### config.mk
export PLATFORM = sky130hd
export DESIGN_NAME = ex_mem_unloader
export DESIGN_NICKNAME = d
export VERILOG_FILES = /design/src/rtl/ex_mem_unloader.sv
export SDC_FILE = /design/constraint.sdc
export NUM_CORES = 1
export LEC_CHECK = 0
export ABC_AREA = 1
export CAP_MARGIN = 20
export CORE_ASPECT_RATIO = 0.7
export CORE_MARGIN = 2
export CORE_UTILIZATION = 53
export CTS_CLUSTER_SIZE = 28
export DETAILED_ROUTE_END_ITERATION = 8
export GPL_ROUTABILITY_DRIVEN = 0
export PLACE_DENSITY = 0.92
export SETUP_SLACK_MARGIN = 0.02
export SYNTH_ARGS = -nofsm -noshare
export SYNTH_HDL_FRONTEND = slang
export SYNTH_SLANG_ARGS = --single-unit
### constraint.sdc
create_clock -name clk -period 5.7 [get_ports clk]
set_clock_uncertainty 0.15 [all_clocks]
set_input_delay 1.425 -clock clk [delete_from_list [all_inputs] [get_ports clk]]
set_output_delay 1.425 -clock clk [all_outputs]
set_load 0.01 [all_outputs]
### src/rtl/ex_mem_unloader.sv
// Data memory unloader: streams a window of two-word beats out on valid/ready.
// Owns the memory read port while busy; a 2-entry skid FIFO absorbs stalls.
module ex_mem_unloader #(
    parameter int ADDR_W      = 9,
    parameter int DATA_W      = 32,
    parameter int ADDR_STRIDE = 8,
    parameter int FIFO_DEPTH  = 2
) (
    input  logic              clk,
    input  logic              reset,
    input  logic              start,
    input  logic [ADDR_W-1:0] start_addr,
    input  logic [ADDR_W-1:0] end_addr,
    input  logic              abort,
    output logic              mem_rd_en,
    output logic [ADDR_W-1:0] mem_rd_addr,
    input  logic [DATA_W-1:0] mem_rd_data1,
    input  logic [DATA_W-1:0] mem_rd_data2,
    output logic              out_valid,
    input  logic              out_ready,
    output logic [ADDR_W-1:0] out_addr,
    output logic [DATA_W-1:0] out_data1,
    output logic [DATA_W-1:0] out_data2,
    output logic              out_last,
    output logic              busy,
    output logic              done,
    output logic              err
);

    typedef enum logic [1:0] {
        IDLE,
        READ,
        DRAIN
    } stateT;

    stateT stateQ, stateD;

    logic [ADDR_W-1:0] curQ, curD;
    logic [ADDR_W-1:0] endQ, endD;
    logic [ADDR_W-1:0] startAl, endAl;
    logic [ADDR_W-1:0] inflightAddr;
    logic              inflight;
    logic              doneQ, doneD;
    logic              errQ, errD;

    logic [ADDR_W-1:0] fifoAddr  [2];
    logic [DATA_W-1:0] fifoData1 [2];
    logic [DATA_W-1:0] fifoData2 [2];
    logic              fifoLast  [2];
    logic              wrPtr, rdPtr;
    logic [1:0]        count;

    logic       hasBeat, pop, push, issue, flush;
    logic [2:0] pending;

    assign startAl = start_addr & ~ADDR_W'(7);
    assign endAl   = end_addr & ~ADDR_W'(7);

    assign flush   = abort && (stateQ != IDLE);
    assign hasBeat = count != 2'd0;
    assign pop     = hasBeat & out_ready;
    assign push    = inflight & ~flush;

    // Credit check: beats held plus the one in flight, minus the one leaving.
    assign pending = 3'(count) + 3'(inflight) - 3'(pop);
    assign issue   = (stateQ == READ) && !abort
                     && (pending < 3'(FIFO_DEPTH));

    always_comb begin
        stateD = stateQ;
        curD   = curQ;
        endD   = endQ;
        doneD  = 1'b0;
        errD   = 1'b0;
        unique case (stateQ)
            IDLE: begin
                if (start) begin
                    if (startAl <= endAl) begin
                        curD   = startAl;
                        endD   = endAl;
                        stateD = READ;
                    end else begin
                        doneD = 1'b1;
                        errD  = 1'b1;
                    end
                end
            end
            READ: begin
                if (abort) begin
                    stateD = IDLE;
                end else if (issue) begin
                    curD = curQ + ADDR_W'(ADDR_STRIDE);
                    if (curQ == endQ) begin
                        stateD = DRAIN;
                    end
                end
            end
            DRAIN: begin
                if (abort) begin
                    stateD = IDLE;
                end else if (!inflight && (count == 2'(pop))) begin
                    doneD  = 1'b1;
                    stateD = IDLE;
                end
            end
            default: stateD = IDLE;
        endcase
    end

    always_ff @(posedge clk or negedge reset) begin
        if (!reset) begin
            stateQ <= IDLE;
            curQ   <= '0;
            endQ   <= '0;
            doneQ  <= 1'b0;
            errQ   <= 1'b0;
        end else begin
            stateQ <= stateD;
            curQ   <= curD;
            endQ   <= endD;
            doneQ  <= doneD;
            errQ   <= errD;
        end
    end

    always_ff @(posedge clk or negedge reset) begin
        if (!reset) begin
            inflight     <= 1'b0;
            inflightAddr <= '0;
            wrPtr        <= 1'b0;
            rdPtr        <= 1'b0;
            count        <= 2'd0;
            for (int i = 0; i < 2; i++) begin
                fifoAddr[i]  <= '0;
                fifoData1[i] <= '0;
                fifoData2[i] <= '0;
                fifoLast[i]  <= 1'b0;
            end
        end else if (flush) begin
            inflight <= 1'b0;
            wrPtr    <= 1'b0;
            rdPtr    <= 1'b0;
            count    <= 2'd0;
        end else begin
            inflight     <= issue;
            inflightAddr <= curQ;
            if (push) begin
                fifoAddr[wrPtr]  <= inflightAddr;
                fifoData1[wrPtr] <= mem_rd_data1;
                fifoData2[wrPtr] <= mem_rd_data2;
                fifoLast[wrPtr]  <= inflightAddr == endQ;
                wrPtr            <= ~wrPtr;
            end
            if (pop) begin
                rdPtr <= ~rdPtr;
            end
            count <= count + 2'(push) - 2'(pop);
        end
    end

    assign mem_rd_en   = issue;
    assign mem_rd_addr = issue ? curQ : '0;
    assign out_valid   = hasBeat;
    assign out_addr    = hasBeat ? fifoAddr[rdPtr] : '0;
    assign out_data1   = hasBeat ? fifoData1[rdPtr] : '0;
    assign out_data2   = hasBeat ? fifoData2[rdPtr] : '0;
    assign out_last    = hasBeat & fifoLast[rdPtr];
    assign busy        = stateQ != IDLE;
    assign done        = doneQ;
    assign err         = errQ;

endmodule
==> impl_metrics.ini, run 1 <==
[sta]
slew_viol_final = 0
min_period_ns = 5.47
final.setup.tns_ns = 0
fmax_ghz = 0.183
final_hold_viol_count = 0
fin_crit_sh_pct = 96.0
rsz0062_at_grt = no
setup_violations = 0
tightest_slew_ns = 0.926
max_slew_margin_pct = 38.2

[layout]
finish.utilization_pct = 67.9
diodes = 0
area_growth_pct = 26.6
stdcell_count = 1363
mostFrequentLayoutCells = 354 x nand2_1, 168 x dfrtp_1, 161 x clkdlybuf4s50_1, 117 x o21ai_1, 111 x inv_1
final_cell_area_um2 = 10400
nNetsFinal = 1246
drive_above_1_share_pct = 8.25
mostFrequentLayoutCell = nand2_1

[detailed_routing]
drt_iter0_drc = 470
drt_pre_antenna_iters = 5
drc = 0
wl_per_cell_um = 14.6
drtAntennaViolNets = 0
routed_wl_um = 19900
vias_per_cell = 5.19
vias = 7076

[critical_path]
slowest_delay_ns = 0.55
worst-path-max-fanout = 9
worst-setup-path-type = in -> out
r2r-end = curQ[6]
crit_path_top_delay_cell = clkdlybuf4s50_1
worst-path-buf-inv = 3
critPathRequiredTime_ns = 4.12
cp_common_cell = nand2_1
cp-end-kind = output pin
reg2reg_depth = 15
r2r-start = count[1]
r2r_setup_slack_ns = 3.08
start_kind = primary input
path_delay_family = buffers and inverters
arrival_ns = 3.90
cp_cell_sequence = clkdlybuf4s50_1, nand2_1, inv_1, nand2_1, nand2_1, nand2_1, fa_1, nand2_1, nor2_1, nand2_2, nor2_1, clkdlybuf4s50_1

[grt]
grtUsageTotal_pct = 24.5
grt_pass1_wl_um = 32700
antenna_found_initial = 0
grt_overflow = 0
grt_pass1_vias = 6882
grt_max_degree = 102

[power]
p_leak_uw = 0.00501
power_uw = 5300
power.density_nw_per_um2 = 508
peakVddDrop_mv = 0.271

[place]
dp_hpwl_um = 13000
place_inst = 1331
placed_area_um2 = 9840
port_buffers = 162

[logic_synthesis]
synthesis.area_um2 = 8240
syn_inst = 1014
synth-seq-area-share_pct = 51.3
ys_ff_latch = 169
syn_area_per_cell_um2 = 8.13
yosysWarningCount = 0
synth_cell_types = 26

[hold_path]
holdCritStartpoint = fifoData2[42]
hold_end = fifoData2[42]
holdPathStages = 2
hold_path_class = reg -> reg

[cts]
clockBufferDepth = 2
clk_pin_slew_ns = 0.07
cts_tree = done
post-cts-setup-buffers = 0
clk_latency_ns = 0.42
cts_sinks = 169
cts_root_buf = clkbuf_16
cts_resized = 0
postCtsHoldBufs = 0
htree_levels = 4
cts_buffers = 17

[floorplanning]
start_util_pct = 53.7
die_y_um = 108
rows = 38
core_um2 = 15400
pin_count = 175
fp.dieArea_um2 = 16600
die_w_um = 153

[run_status]
status = finished, final reports clean

[flow_run]
cap_viol_max_count = 0
[how the worst max path moves through the flow]
stage	from	slack, ns	to	cells past startpoint
2_1_floorplan	out_ready	1.41	mem_rd_addr[3]	10
3_3_place_gp	out_ready	0.31	mem_rd_addr[8]	12
3_5_place_dp	out_ready	0.25	mem_rd_addr[4]	12
4_1_cts	out_ready	0.22	mem_rd_addr[4]	12
5_1_grt	out_ready	0.08	mem_rd_addr[6]	12
6_report	out_ready	0.23	mem_rd_addr[4]	12
[tightest hold or removal path, cell delays in order (launching register included)]
cell and delay, ns:
dfrtp_1 0.34, nand2_1 0.06, o21ai_2 0.05
[cells by family (layout without fill, tap and decap cells)]
family                     Yosys count  in the layout  share of synthesized area, %
buffers and inverters              175            319                          9.87
xor gates and xnor gates             9              9                         0.956
and+or+nand+nor                    413            413                          20.5
DFF                                169            169                          51.3
adders and majority gates            9              9                          1.46
other                                1              6                        0.0455
AOI/OAI and AO/OA                  238            238                          15.9
[registers in the layout, summed over array words and instances (netlist names)]
signal,cells
count,2
curQ,6
done,1
endQ,6
err,1
fifoAddr,12
fifoData1,64
fifoData2,64
fifoLast,2
inflight,1
inflightAddr,6
rdPtr,1
stateQ,2
wrPtr,1
[cells in the mapped netlist]
cell type  instances  area (um2)
nor2_1            20        75.1
ha_1               8         100
conb_1             1        3.75
o21ai_0           13        65.1
fa_1               1        20.0
a21oi_1           75         375
inv_2              4        15.0
o21ai_1          117         586
nor3_1             1        5.00
nand2_4            4        45.0
nand4_1            3        18.8
inv_1            111         417
nand2_1          354        1330
o22ai_1            3        18.8
o21ai_2           30         263
nand2_2           11        68.8
dfrtp_1          169        4230
nand3_1           15        75.1
buf_4              6        45.0
xnor2_1            3        26.3
xor2_1             6        52.6
nor2_4             3        33.8
buf_2              5        25.0
clkbuf_1          32         120
nor2_8             2        40.0
buf_6             17         191
[area by class of cell]
cell class | instances | area (um2)
clock inverters | 13 | 158
fillers | 1233 | 4920
clock buffers | 19 | 433
well taps | 200 | 250
inverters | 115 | 432
repair buffers | 172 | 1710
multi-input cells | 675 | 3220
flip-flops and latches | 169 | 4230
[power breakdown]
| group | leakage (uW) | switching [uW] | internal, uW | total [uW] |
|---|---|---|---|---|
| combinational | 0.00253 | 1240 | 964 | 2200 |
| sequential | 0.00220 | 292 | 1640 | 1940 |
| clock | 0.000285 | 502 | 659 | 1160 |
| total | 0.00501 | 2030 | 3270 | 5300 |
[routing by layer]
metal  track usage, %  part of all wire (%)  up-vias
li1                 -                     -     3456
met1             33.4                    44     3348
met2             40.4                    47      254
met3             5.37                   7.2       18
met4             6.28                  0.90        0
met5                0                     0        -
[stage by stage]
step | hold WS [ns] | setup WS, ns
floorplan | 0.305 | 1.41
global placement | 0.316 | 0.315
detailed placement | 0.317 | 0.249
CTS | 0.333 | 0.220
global route | 0.354 | 0.0823
finish | 0.330 | 0.227
(Power assumes the default switching activity.)
==> inputs of run 2 (changes only) <==
- CORE_UTILIZATION: 53 -> 51
- PLACE_DENSITY: 0.92 -> 0.89
- TNS_END_PERCENT: unset -> 100
- clock period: 5.7 -> 5.8 ns (I/O delays scaled with it)
==> impl_metrics.ini, run 2 (synthesis gave the netlist of run 1 again) <==
[sta]
fin_crit_sh_pct = 94.2
setup_violations = 0
hold_ws_ns = 0.330
rsz0062_at_grt = no
min_period_ns = 5.46
fmax_ghz = 0.183
max_slew_margin_pct = 34.9
final_hold_viol_count = 0
final.setup.tns_ns = 0
tightest_slew_ns = 0.977
slew_viol_final = 0

[cts]
clk_pin_slew_ns = 0.06
htree_levels = 4
post-cts-setup-buffers = 0
clockBufferDepth = 2
postCtsHoldBufs = 0
cts_buffers = 17
cts_sinks = 169
cts_root_buf = clkbuf_16
clk_latency_ns = 0.42
cts_tree = done
cts_resized = 0

[hold_path]
hold_path_class = reg -> reg
holdCritStartpoint = fifoData2[30]

[floorplanning]
die_w_um = 156
fp.dieArea_um2 = 17200
core_um2 = 15600
start_util_pct = 52.7
die_y_um = 110
pin_count = 175
rows = 38

[layout]
area_growth_pct = 26.2
mostFrequentLayoutCells = 354 x nand2_1, 168 x dfrtp_1, 161 x clkdlybuf4s50_1, 117 x o21ai_1, 111 x inv_1
drive_above_1_share_pct = 8.02
top_regs = fifoData1 (64), fifoData2 (64), fifoAddr (12)
mostFrequentLayoutCell = nand2_1
nNetsFinal = 1242
diodes = 0

[detailed_routing]
vias_per_cell = 5.10
drt_pre_antenna_iters = 5
vias = 6925
drt_iter0_drc = 510
wl_per_cell_um = 13.9
drc = 0
drtAntennaViolNets = 0
routed_wl_um = 18900

[run_status]
status = finished, final reports clean

[grt]
grt_pass1_vias = 6642
grt_overflow = 0
grt_max_degree = 144
grtUsageTotal_pct = 22.8
antenna_found_initial = 0
grt_pass1_wl_um = 31400

[place]
dp_hpwl_um = 12400
port_buffers = 162

[power]
power_uw = 5160
power.density_nw_per_um2 = 496
sw_frac_of_total_pct = 38.5
p_leak_uw = 0.00499
switchingPower_uw = 1990
p_seq_share_pct = 36.7
peakVddDrop_mv = 0.248
combPwrFrac_pct = 41.6
p_clk_share_pct = 21.7
intPower_uw = 3170

[critical_path]
cp-end-kind = output pin
r2r-start = count[1]
start_kind = primary input
cp-startpoint = out_ready
r2r_setup_slack_ns = 3.22
critPathRequiredTime_ns = 4.20
critPathCapture = mem_rd_addr[4]
r2r-end = curQ[8]
arrival_ns = 3.86
reg2reg_depth = 15
worst-path-max-fanout = 9
worst-setup-path-type = in -> out

[flow_run]
cap_viol_max_count = 0
run 2: layout make-up:
| class | instances | area (um2) |
|---|---|---|
| Timing Repair Buffer | 168 | 1680 |
| Fill cell | 1262 | 5240 |
| Sequential cell | 169 | 4230 |
| Clock inverter | 14 | 155 |
| Multi-Input combinational cell | 675 | 3230 |
| Inverter | 115 | 432 |
| Tap cell | 200 | 250 |
| Clock buffer | 18 | 429 |
run 2: power by group through the flow:
stage	clock [uW]	sequential (uW)	combinational (uW)
after detailed placement	0	1910	2140
after global placement	0	1880	2090
after global routing	1190	1950	2390
after floorplan	0	1840	1320
after CTS	1140	1890	2160
final	1120	1890	2140
run 2: worst max-delay path, cell delays in order:
cell and delay [ns]:
clkdlybuf4s50_1 0.48, nand2_1 0.10, inv_1 0.09, nand2_1 0.07, nand2_1 0.06, nand2_1 0.06, fa_1 0.48, nand2_1 0.05
nor2_1 0.15, nand2_2 0.19, nor2_1 0.14, clkdlybuf4s50_1 0.55
run 2: stage by stage:
| stage | cell area (um2) | util, % | cells | setup slack, ns |
|---|---|---|---|---|
| finish | 10400 | 66.5 | 1359 | 0.339 |
| detailed placement | 9820 | 62.8 | 1327 | 0.329 |
| CTS | 10400 | 66.5 | 1359 | 0.313 |
| floorplan | 8260 | - | 1019 | 1.46 |
| global route | 10400 | 66.5 | 1359 | 0.120 |
| global placement | 9820 | 62.8 | 1327 | 0.368 |
run 2: worst min path at each step:
stage	cells past startpoint	to	slack [ns]
3_5_place_dp	2	fifoData2[30]	0.32
4_1_cts	2	fifoData2[30]	0.33
2_1_floorplan	2	fifoData2[21]	0.31
5_1_grt	2	fifoData2[28]	0.35
6_report	2	fifoData2[30]	0.33
3_3_place_gp	2	fifoData2[27]	0.31
run 2: per-layer routing:
layer / track usage (%) / wire, um / up-vias
met5: 0 / 0 / -
met4: 4.72 / 153 / 0
met3: 4.53 / 1370 / 16
met2: 37.5 / 8600 / 242
met1: 32.0 / 8780 / 3216
li1: - / - / 3451
==> inputs of run 3 (changes only) <==
- CTS_CLUSTER_SIZE: 28 -> 24
==> results of run 3 <==
Same layout as run 2: the final DEF is identical, and so are final timing and power.
